$ cat src/rtl/cpu_pkg.sv
// Types and constants shared by the no-op CPU fetch unit and the instruction store.
package cpu_pkg;

    localparam int ARCH_SIZE = 31;

    localparam int unsigned NOOP = 0;
    localparam int unsigned HALT = 1;

    typedef enum logic [1:0] {
        IDLE  = 2'd0,
        WAIT  = 2'd1,
        READY = 2'd2
    } mem_state_t;

    // Power-on contents: NOOP up to and including the byte address noop_limit, HALT above.
    function automatic int unsigned default_word(input int index, input int noop_limit);
        return (2 * index <= noop_limit) ? NOOP : HALT;
    endfunction

endpackage

$ cat src/rtl/instruction_memory_mem_array.sv
// DEPTH x WIDTH instruction storage, reloaded with the NOOP/HALT image on every reset.
// The write port exists only when INSTRUCTION_MEMORY_WRITE_EN is defined.
module mem_array #(
    parameter int DEPTH      = 32,
    parameter int WIDTH      = 32,
    parameter int NOOP_LIMIT = 16
) (
    input  logic                     clock,
    input  logic                     reset,
    input  logic [$clog2(DEPTH)-1:0] read_index,
    output logic [WIDTH-1:0]         read_data
`ifdef INSTRUCTION_MEMORY_WRITE_EN
    ,
    input  logic                     write_en,
    input  logic [$clog2(DEPTH)-1:0] write_index,
    input  logic [WIDTH-1:0]         write_data
`endif
);
    import cpu_pkg::*;

    logic [WIDTH-1:0] words [DEPTH];

    always_ff @(posedge clock) begin
        if (reset) begin
            for (int i = 0; i < DEPTH; i++) begin
                words[i] <= WIDTH'(default_word(i, NOOP_LIMIT));
            end
        end
`ifdef INSTRUCTION_MEMORY_WRITE_EN
        else if (write_en) begin
            words[write_index] <= write_data;
        end
`endif
    end

    assign read_data = words[read_index];

endmodule

$ cat src/rtl/instruction_memory.sv
// Instruction store answering the CPU fetch four-phase handshake after LATENCY cycles.
// Optional write requests are enabled by defining INSTRUCTION_MEMORY_WRITE_EN.
//
// state | meaning
// IDLE  | waiting for mem_read; address (and write payload) latched on acceptance
// WAIT  | latency countdown; mem_read dropping here aborts silently
// READY | response held until mem_read drops
module instruction_memory #(
    parameter int ARCH_SIZE  = cpu_pkg::ARCH_SIZE,
    parameter int DEPTH      = 32,
    parameter int LATENCY    = 2,
    parameter int NOOP_LIMIT = 16
) (
    input  logic             clock,
    input  logic             reset,
    input  logic [ARCH_SIZE:0] mem_address,
    input  logic             mem_read,
`ifdef INSTRUCTION_MEMORY_WRITE_EN
    input  logic             mem_write,
    input  logic [ARCH_SIZE:0] mem_write_data,
`endif
    output logic [ARCH_SIZE:0] mem_value,
    output logic             mem_ready,
    output logic             mem_fault
);
    import cpu_pkg::*;

    localparam int WIDTH = ARCH_SIZE + 1;
    localparam int IW    = $clog2(DEPTH);

    mem_state_t       state;
    logic [3:0]       count;
    logic [IW-1:0]    index;
    logic             in_range;
    logic             addr_in_range;
    logic             fire;
    logic [WIDTH-1:0] read_data;
    logic [WIDTH-1:0] fetch_value;

`ifdef INSTRUCTION_MEMORY_WRITE_EN
    logic             write_req;
    logic [WIDTH-1:0] write_data_q;
    logic             write_en;
`endif

    // Word index is address >> 1; every bit above the index field must be zero.
    assign addr_in_range = (mem_address >> (IW + 1)) == '0;
    assign fire          = (state == WAIT) && mem_read && (count == 4'd0);

`ifdef INSTRUCTION_MEMORY_WRITE_EN
    assign write_en = fire && write_req && in_range;
`endif

    mem_array #(
        .DEPTH      (DEPTH),
        .WIDTH      (WIDTH),
        .NOOP_LIMIT (NOOP_LIMIT)
    ) u_mem_array (
        .clock      (clock),
        .reset      (reset),
        .read_index (index),
        .read_data  (read_data)
`ifdef INSTRUCTION_MEMORY_WRITE_EN
        ,
        .write_en    (write_en),
        .write_index (index),
        .write_data  (write_data_q)
`endif
    );

    always_comb begin
        fetch_value = in_range ? read_data : WIDTH'(HALT);
`ifdef INSTRUCTION_MEMORY_WRITE_EN
        if (write_req) begin
            fetch_value = mem_value;
        end
`endif
    end

    // Even LATENCY = 1 spends one edge in WAIT so mem_ready always rises LATENCY edges after acceptance.
    always_ff @(posedge clock) begin
        if (reset) begin
            state     <= IDLE;
            count     <= 4'd0;
            index     <= '0;
            in_range  <= 1'b0;
            mem_value <= '0;
            mem_ready <= 1'b0;
            mem_fault <= 1'b0;
`ifdef INSTRUCTION_MEMORY_WRITE_EN
            write_req    <= 1'b0;
            write_data_q <= '0;
`endif
        end else begin
            unique case (state)
                IDLE: begin
                    if (mem_read) begin
                        index    <= mem_address[IW:1];
                        in_range <= addr_in_range;
                        count    <= 4'(LATENCY - 1);
`ifdef INSTRUCTION_MEMORY_WRITE_EN
                        write_req    <= mem_write;
                        write_data_q <= mem_write_data;
`endif
                        state    <= WAIT;
                    end
                end
                WAIT: begin
                    if (!mem_read) begin
                        state <= IDLE;
                    end else if (count == 4'd0) begin
                        mem_value <= fetch_value;
                        mem_fault <= !in_range;
                        mem_ready <= 1'b1;
                        state     <= READY;
                    end else begin
                        count <= count - 4'd1;
                    end
                end
                READY: begin
                    if (!mem_read) begin
                        mem_ready <= 1'b0;
                        mem_fault <= 1'b0;
                        state     <= IDLE;
                    end
                end
                default: state <= IDLE;
            endcase
        end
    end

endmodule

$ cat config.mk
export PLATFORM = sky130hd
export DESIGN_NAME = instruction_memory
export DESIGN_NICKNAME = d
export VERILOG_FILES = /design/src/rtl/cpu_pkg.sv /design/src/rtl/instruction_memory_mem_array.sv /design/src/rtl/instruction_memory.sv
export SDC_FILE = /design/constraint.sdc
export NUM_CORES = 1
export LEC_CHECK = 0
export BUFFER_PORTS_ARGS = -buffer_cell sky130_fd_sc_hd__buf_2
export CAP_MARGIN = 20
export CORE_MARGIN = 2
export CORE_UTILIZATION = 25
export CTS_CLUSTER_SIZE = 16
export DETAILED_ROUTE_END_ITERATION = 16
export SLEW_MARGIN = 20
export SYNTH_ARGS = -nofsm -noshare
export SYNTH_HDL_FRONTEND = slang
export SYNTH_HIERARCHICAL = 1
export SYNTH_SLANG_ARGS = --single-unit
$ cat constraint.sdc
create_clock -name clock -period 3.27 [get_ports clock]
set_input_delay 0.8175 -clock clock [delete_from_list [all_inputs] [get_ports clock]]
set_output_delay 0.8175 -clock clock [all_outputs]
set_load 0.1 [all_outputs]
==> results of run 1 <==
## worst max path at each step
stage | cells after the start | to | start
detailed placement | 6 | mem_value[23] | mem_read
floorplan | 7 | mem_value[0] | mem_read
global route | 6 | mem_value[18] | mem_read
finish | 6 | mem_value[23] | mem_read
CTS | 6 | mem_value[0] | index[0]
global placement | 6 | mem_value[18] | mem_read
## placed cells by master, fill, tap and decap left out, types with 3 or more instances in the layout
master / count
dfxtp_1: 68
buf_2: 67
nand2_1: 34
conb_1: 31
nand3_2: 30
a21oi_2: 29
or2_2: 20
nor2_1: 11
clkbuf_16: 9
nor4_1: 6
nand3_1: 6
inv_1: 5
mux2i_1: 5
a21oi_1: 4
buf_4: 4
nor3b_1: 3
mux2_2: 3
nor3_1: 3
mux4_2: 3
or2_1: 3
## worst max-delay path: stages
cell and delay, ns:
buf_2 0.10, nor2b_1 0.39, nand3_2 0.41, buf_4 0.35
nand2_1 0.11, a21oi_2 0.05
## synth_stat cells, drive strengths merged
| library cell | count | area [sq um] |
|---|---|---|
| dfxtp | 69 | 1380 |
| buf | 42 | 365 |
| nand3 | 36 | 330 |
| nand2 | 34 | 128 |
| a21oi | 33 | 274 |
| or2 | 23 | 144 |
| nor2 | 11 | 41.3 |
| clkbuf | 10 | 37.5 |
| nor4 | 6 | 37.5 |
| inv | 5 | 18.8 |
| mux2i | 5 | 50.1 |
| mux4 | 5 | 119 |
| mux2 | 4 | 45.0 |
| nor3 | 4 | 25.0 |
| nor3b | 4 | 35.0 |
| ha | 2 | 25.0 |
| nand4 | 2 | 12.5 |
| nor2b | 2 | 12.5 |
| xor2 | 2 | 17.5 |
| a211oi | 1 | 7.51 |
| a221oi | 1 | 8.76 |
| a22oi | 1 | 7.51 |
| a2bb2oi | 1 | 8.76 |
| and2b | 1 | 10.0 |
| and3 | 1 | 6.26 |
| and3b | 1 | 8.76 |
| conb | 1 | 3.75 |
| nand4bb | 1 | 11.3 |
| o2111ai | 1 | 8.76 |
| or2b | 1 | 7.51 |
| or3b | 1 | 8.76 |
| or4 | 1 | 7.51 |
## flip-flops by register name, summed over array words and instances (netlist names)
| register | count |
|---|---|
| mem_value | 32 |
| u_mem_array/words | 23 |
| index | 5 |
| count | 4 |
| state | 2 |
| in_range | 1 |
| mem_fault | 1 |
| mem_ready | 1 |
## final cells by class
cell class	count	area [sq um]
Clock buffer	10	239
Clock inverter	6	70.1
Fill cell	1315	8740
Inverter	5	18.8
Multi-Input combinational cell	216	1520
Sequential cell	69	1380
Tap cell	172	215
Timing Repair Buffer	72	385
## power by group through the flow
stage          clock (W)  sequential, W  combinational [W]
5_1_grt          0.00106       0.000870           0.000152
2_1_floorplan          0       0.000895           0.000119
4_1_cts          0.00103       0.000868           0.000138
6_report        0.000994       0.000868           0.000135
3_3_place_gp           0       0.000886           0.000132
3_5_place_dp           0       0.000886           0.000137
## kinds of logic after synthesis
group	after synthesis	synth area share
AND/OR/NAND/NOR	129	0.258
flip-flops	69	0.431
buffers and inverters	57	0.132
AO/OA/AOI/OAI	38	0.0984
multiplexers	14	0.0668
adder cells (fa/ha/maj)	2	0.00781
XOR/XNOR	2	0.00547
other	1	0.00117
## through the flow
step	util	instance area, sq um	std cells
2_1_floorplan	-	3320	342
3_3_place_gp	0.280	3520	534
3_5_place_dp	0.280	3520	534
4_1_cts	0.304	3830	550
5_1_grt	0.304	3830	550
6_report	0.304	3830	550
## layer usage
layer / GRT usage / part of all wire / vias to the layer above
li1: - / - / 1121
met1: 0.115 / 0.46 / 992
met2: 0.168 / 0.47 / 58
met3: 0.0355 / 0.051 / 10
met4: 0.0494 / 0.016 / 0
met5: 0 / 0 / -
==> results.toml, run 1 <==
[logic_synthesis]
ys_seq_elements = 69
syn_area_sq_mm = 0.00320
synth.avg_cell_area_sq_um = 10.3
yosysSeqAreaShare = 0.431
syn_inst = 312
synth_cell_types = 43
yosysWarnings = 6

[cells_and_area]
final_layout_size_suffix_gt1_frac = 0.474
final_nets = 410
area.growth.synth_to_final_pct = 19.4
antenna_cells = 0

[setup_path]
rr_worst_depth = 6
cp-start-kind = "input port"
reg2reg_slack_ns = 1.27
r2r-start = "index[0]"
endpoint_kind = "flip-flop"
arrival_ns = 2.24
crit_required_ns = 3.49
rr_endpoint = "mem_value[0]"
critical_path_class = "input port to flip-flop"
cp_max_fo = 19

[global_routing]
grt_pass1_vias = 2195
gr-usage-all-layers = 0.101
grt_max_degree = 37
grt_pass1_wl_mm = 10.4
antenna_found_initial = 0
grt_overflow = 0

[power]
ir_drop_mv = 0.293
pwr-share-comb = 0.068
switchingPower_w = 0.000478
power.leakage_nw = 1.41
p_total_w = 0.00200
p_sw_frac = 0.239
p_seq_frac = 0.434
pwr-share-clk = 0.498
p_per_area_mw_per_mm2 = 522
intPower_w = 0.00152

[place]
place_hpwl_mm = 4.42
post-place-ws_ns = 0.908
io_buffers = 67
gp_congestion = 0.679

[sta]
rsz0062_at_grt = "no"
setup_tns_ns = 0
setup_viol = 0
fin_skew_ns = 0.00877
final-max-slew-violation-count = 0
finalCritPeriodShare = 0.618
fmax_mhz = 495
worst_slew_pin_slew_ns = 0.743
min_period_ns = 2.02
setup_ws_ns = 1.25
hold_ws_ns = 0.431
hold_viol_final = 0
max-slew-margin-rel = 0.505

[clock_network]
holdBufCountCts = 0
cts_tree = "done"
numCtsBuffers = 9
h-tree-depth = 3
cts_setup_buffers = 0
clkLatencyLatePin_ns = 0.33
cts_resized = 0
clkSinkCount = 69
clk_pin_slew_ns = 0.06
clockRootBuffer = "clkbuf_16"
cts.path.max_buffers = 2

[floorplanning]
die_h_um = 117
dieArea_sq_mm = 0.0137
die_w_um = 117
fp-row-count = 41
ios = 69
initial_core_util = 0.255
core_sq_mm = 0.0126

[min_path]
hold_start = "u_mem_array/words[19]"
hold_depth = 1
hold_class = "flip-flop to flip-flop"
holdPathEnd = "u_mem_array/words[19]"

[detailed_routing]
drc = 0
initialDrtViolationCount = 85
wl_per_cell_um = 11.5
viasPerCell = 3.97
first_pass_iters = 4
ant_nets = 0
vias = 2181
finalWirelength_mm = 6.30

[job]
cap_violations = 0

[run_status]
status = "complete, no violations"
(Power assumes the default switching activity.)
==> run 2: changes to the inputs <==
==> constraint.sdc (replaced) <==
create_clock -name clock -period 1.87 [get_ports clock]
set_input_delay 0.4675 -clock clock [delete_from_list [all_inputs] [get_ports clock]]
set_output_delay 0.4675 -clock clock [all_outputs]
set_load 0.1 [all_outputs]
==> run 2 against run 1 <==
  * First-iteration DRC count fell by 12%
  * Clock power increased by 71%
  * Via count is 1.4% higher
  * Sequential share of layout area shrank 0.37 points
  * Design area is 1.1% higher
  * Non-clock buffer count rose by 6
  * Hold slack got worse by 0.059 ns
  * Total power rose by 74%
  * Register-to-register slack got worse by 1.1 ns
==> results.toml, run 2 (synthesis results as in run 1) <==
[power]
ir_drop_mv = 0.468
power.leakage_nw = 1.43
p_seq_frac = 0.436
intPower_w = 0.00262
pwr-share-clk = 0.491
switchingPower_w = 0.000845
p_sw_frac = 0.244
pwr-share-comb = 0.073
p_per_area_mw_per_mm2 = 896

[cells_and_area]
fillers = 1296
area.growth.synth_to_final_pct = 20.7
reg_top3 = "mem_value x32, u_mem_array/words x23, index x5"
final_nets = 416
fin_util = 0.308
final_cell_mix = "dfxtp_1 (67), buf_2 (67), nand2_1 (34)"
largest_register = "mem_value"
antenna_cells = 0
largest_register_ffs = 32
final-seq-area_sq_mm = 0.00138
multi_input_area_sq_mm = 0.00152
final_layout_size_suffix_gt1_frac = 0.487

[detailed_routing]
drc = 0
wl_per_cell_um = 11.2
viasPerCell = 3.98
finalWirelength_mm = 6.23
first_pass_iters = 4
ant_nets = 0
initialDrtViolationCount = 75
vias = 2211

[clock_network]
clk_pin_slew_ns = 0.06
cts.path.max_buffers = 2
holdBufCountCts = 0
clkLatencyLatePin_ns = 0.33
clkSinkCount = 69
h-tree-depth = 3
clockRootBuffer = "clkbuf_16"
cts_tree = "done"
numCtsBuffers = 9

[floorplanning]
ios = 69
die_h_um = 117
core_sq_mm = 0.0126
die_w_um = 117
initial_core_util = 0.255
dieArea_sq_mm = 0.0137
fp-row-count = 41

[setup_path]
crit_family = "multiplexers"
endpoint_kind = "flip-flop"
rr_worst_depth = 6
crit_slowest_cell = "mux4_1"
reg2reg_slack_ns = 0.13
crit_required_ns = 2.07
rr_endpoint = "mem_value[0]"
crit_path_max_incr_delay_ns = 0.60
arrival_ns = 1.93
cp_max_fo = 4
worst-path-buf-inv = 0
critical_path_class = "flip-flop to flip-flop"
cp-start-kind = "flip-flop"
r2r-start = "index[2]"
path_cells = "mux4_1 > nor2b_1 > or4_1 > nand3_1 > nor3b_2 > nor3_2"

[sta]
min_period_ns = 1.74
hold_ws_ns = 0.372
worst_slew_pin_slew_ns = 0.525
setup_tns_ns = 0
fin_skew_ns = 0.00485
rsz0062_at_grt = "no"
finalCritPeriodShare = 0.928
max-slew-margin-rel = 0.650
hold_viol_final = 0
fmax_mhz = 576
final-max-slew-violation-count = 0
setup_viol = 0

[global_routing]
grt_max_degree = 33
antenna_found_initial = 0
gr-usage-all-layers = 0.0997
grt_pass1_vias = 2228
grt_overflow = 0
grt_pass1_wl_mm = 10.4

[min_path]
holdPathEnd = "index[3]"
hold_depth = 3
hold_start = "mem_address[4]"
hold_class = "input port to flip-flop"

[place]
place_hpwl_mm = 4.36
io_buffers = 67
gp_congestion = 0.688

[run_status]
status = "complete, no violations"

[job]
cap_violations = 0
## run 2: cell types whose count changed in the layout (fill, tap and decap cells not counted)
cell,before,now
dfxtp_2,1,2
dfxtp_1,68,67
nor3b_2,1,2
inv_6,2,1
clkinv_4,2,1
clkinvlp_4,0,3
buf_4,4,10
nor3b_1,3,2
clkbuf_8,1,0
## run 2: routing by layer
layer | vias to the layer above | share of wire | track usage
met5 | - | 0 | 0
met1 | 1017 | 0.46 | 0.114
met2 | 60 | 0.47 | 0.169
li1 | 1127 | - | -
met3 | 7 | 0.049 | 0.0335
met4 | 0 | 0.019 | 0.0447
## run 2: per-stage QoR
stage               instances  power, W  instance area, sq um  worst slack, ns
global route              556   0.00363                  3870           0.0175
floorplan                 342   0.00177                  3320            0.136
CTS                       556   0.00352                  3860           0.0202
global placement          540   0.00179                  3560           0.0450
detailed placement        540   0.00180                  3560           0.0375
finish                    556   0.00347                  3870            0.134
## run 2: final cells by class
cell class	count	share of cell area
Clock buffer	9	0.0582
Clock inverter	7	0.0194
Inverter	5	0.00485
Multi-Input combinational cell	216	0.393
Sequential cell	69	0.358
Tap cell	172	0.0556
Timing Repair Buffer	78	0.111
## run 2: worst max-delay path by stage
stage | depth (start not counted) | startpoint | to | slack, ns
2_1_floorplan | 5 | index[1] | mem_value[0] | 0.14
3_3_place_gp | 6 | index[0] | mem_value[0] | 0.04
3_5_place_dp | 6 | index[0] | mem_value[0] | 0.04
4_1_cts | 6 | index[0] | mem_value[0] | 0.02
5_1_grt | 6 | index[0] | mem_value[0] | 0.02
6_report | 6 | index[2] | mem_value[0] | 0.13
## run 2: worst reg2reg max path, delay by kind of cell (launching register included)
family	cells	cell delay [ns]
flops	1	0.41
simple gates	5	0.60
mux	1	0.60
## run 2: repair_timing
action	in CTS	in global routing
endpoints found under the setup margin	0	1
buffers inserted	0	0
resized for setup	0	2
## run 2: power groups by stage
stage          registers, W  logic, W  clock network, W
3_3_place_gp        0.00154  0.000250                 0
5_1_grt             0.00151  0.000280           0.00183
4_1_cts             0.00151  0.000254           0.00176
6_report            0.00151  0.000251           0.00170
3_5_place_dp        0.00154  0.000254                 0
2_1_floorplan       0.00156  0.000208                 0
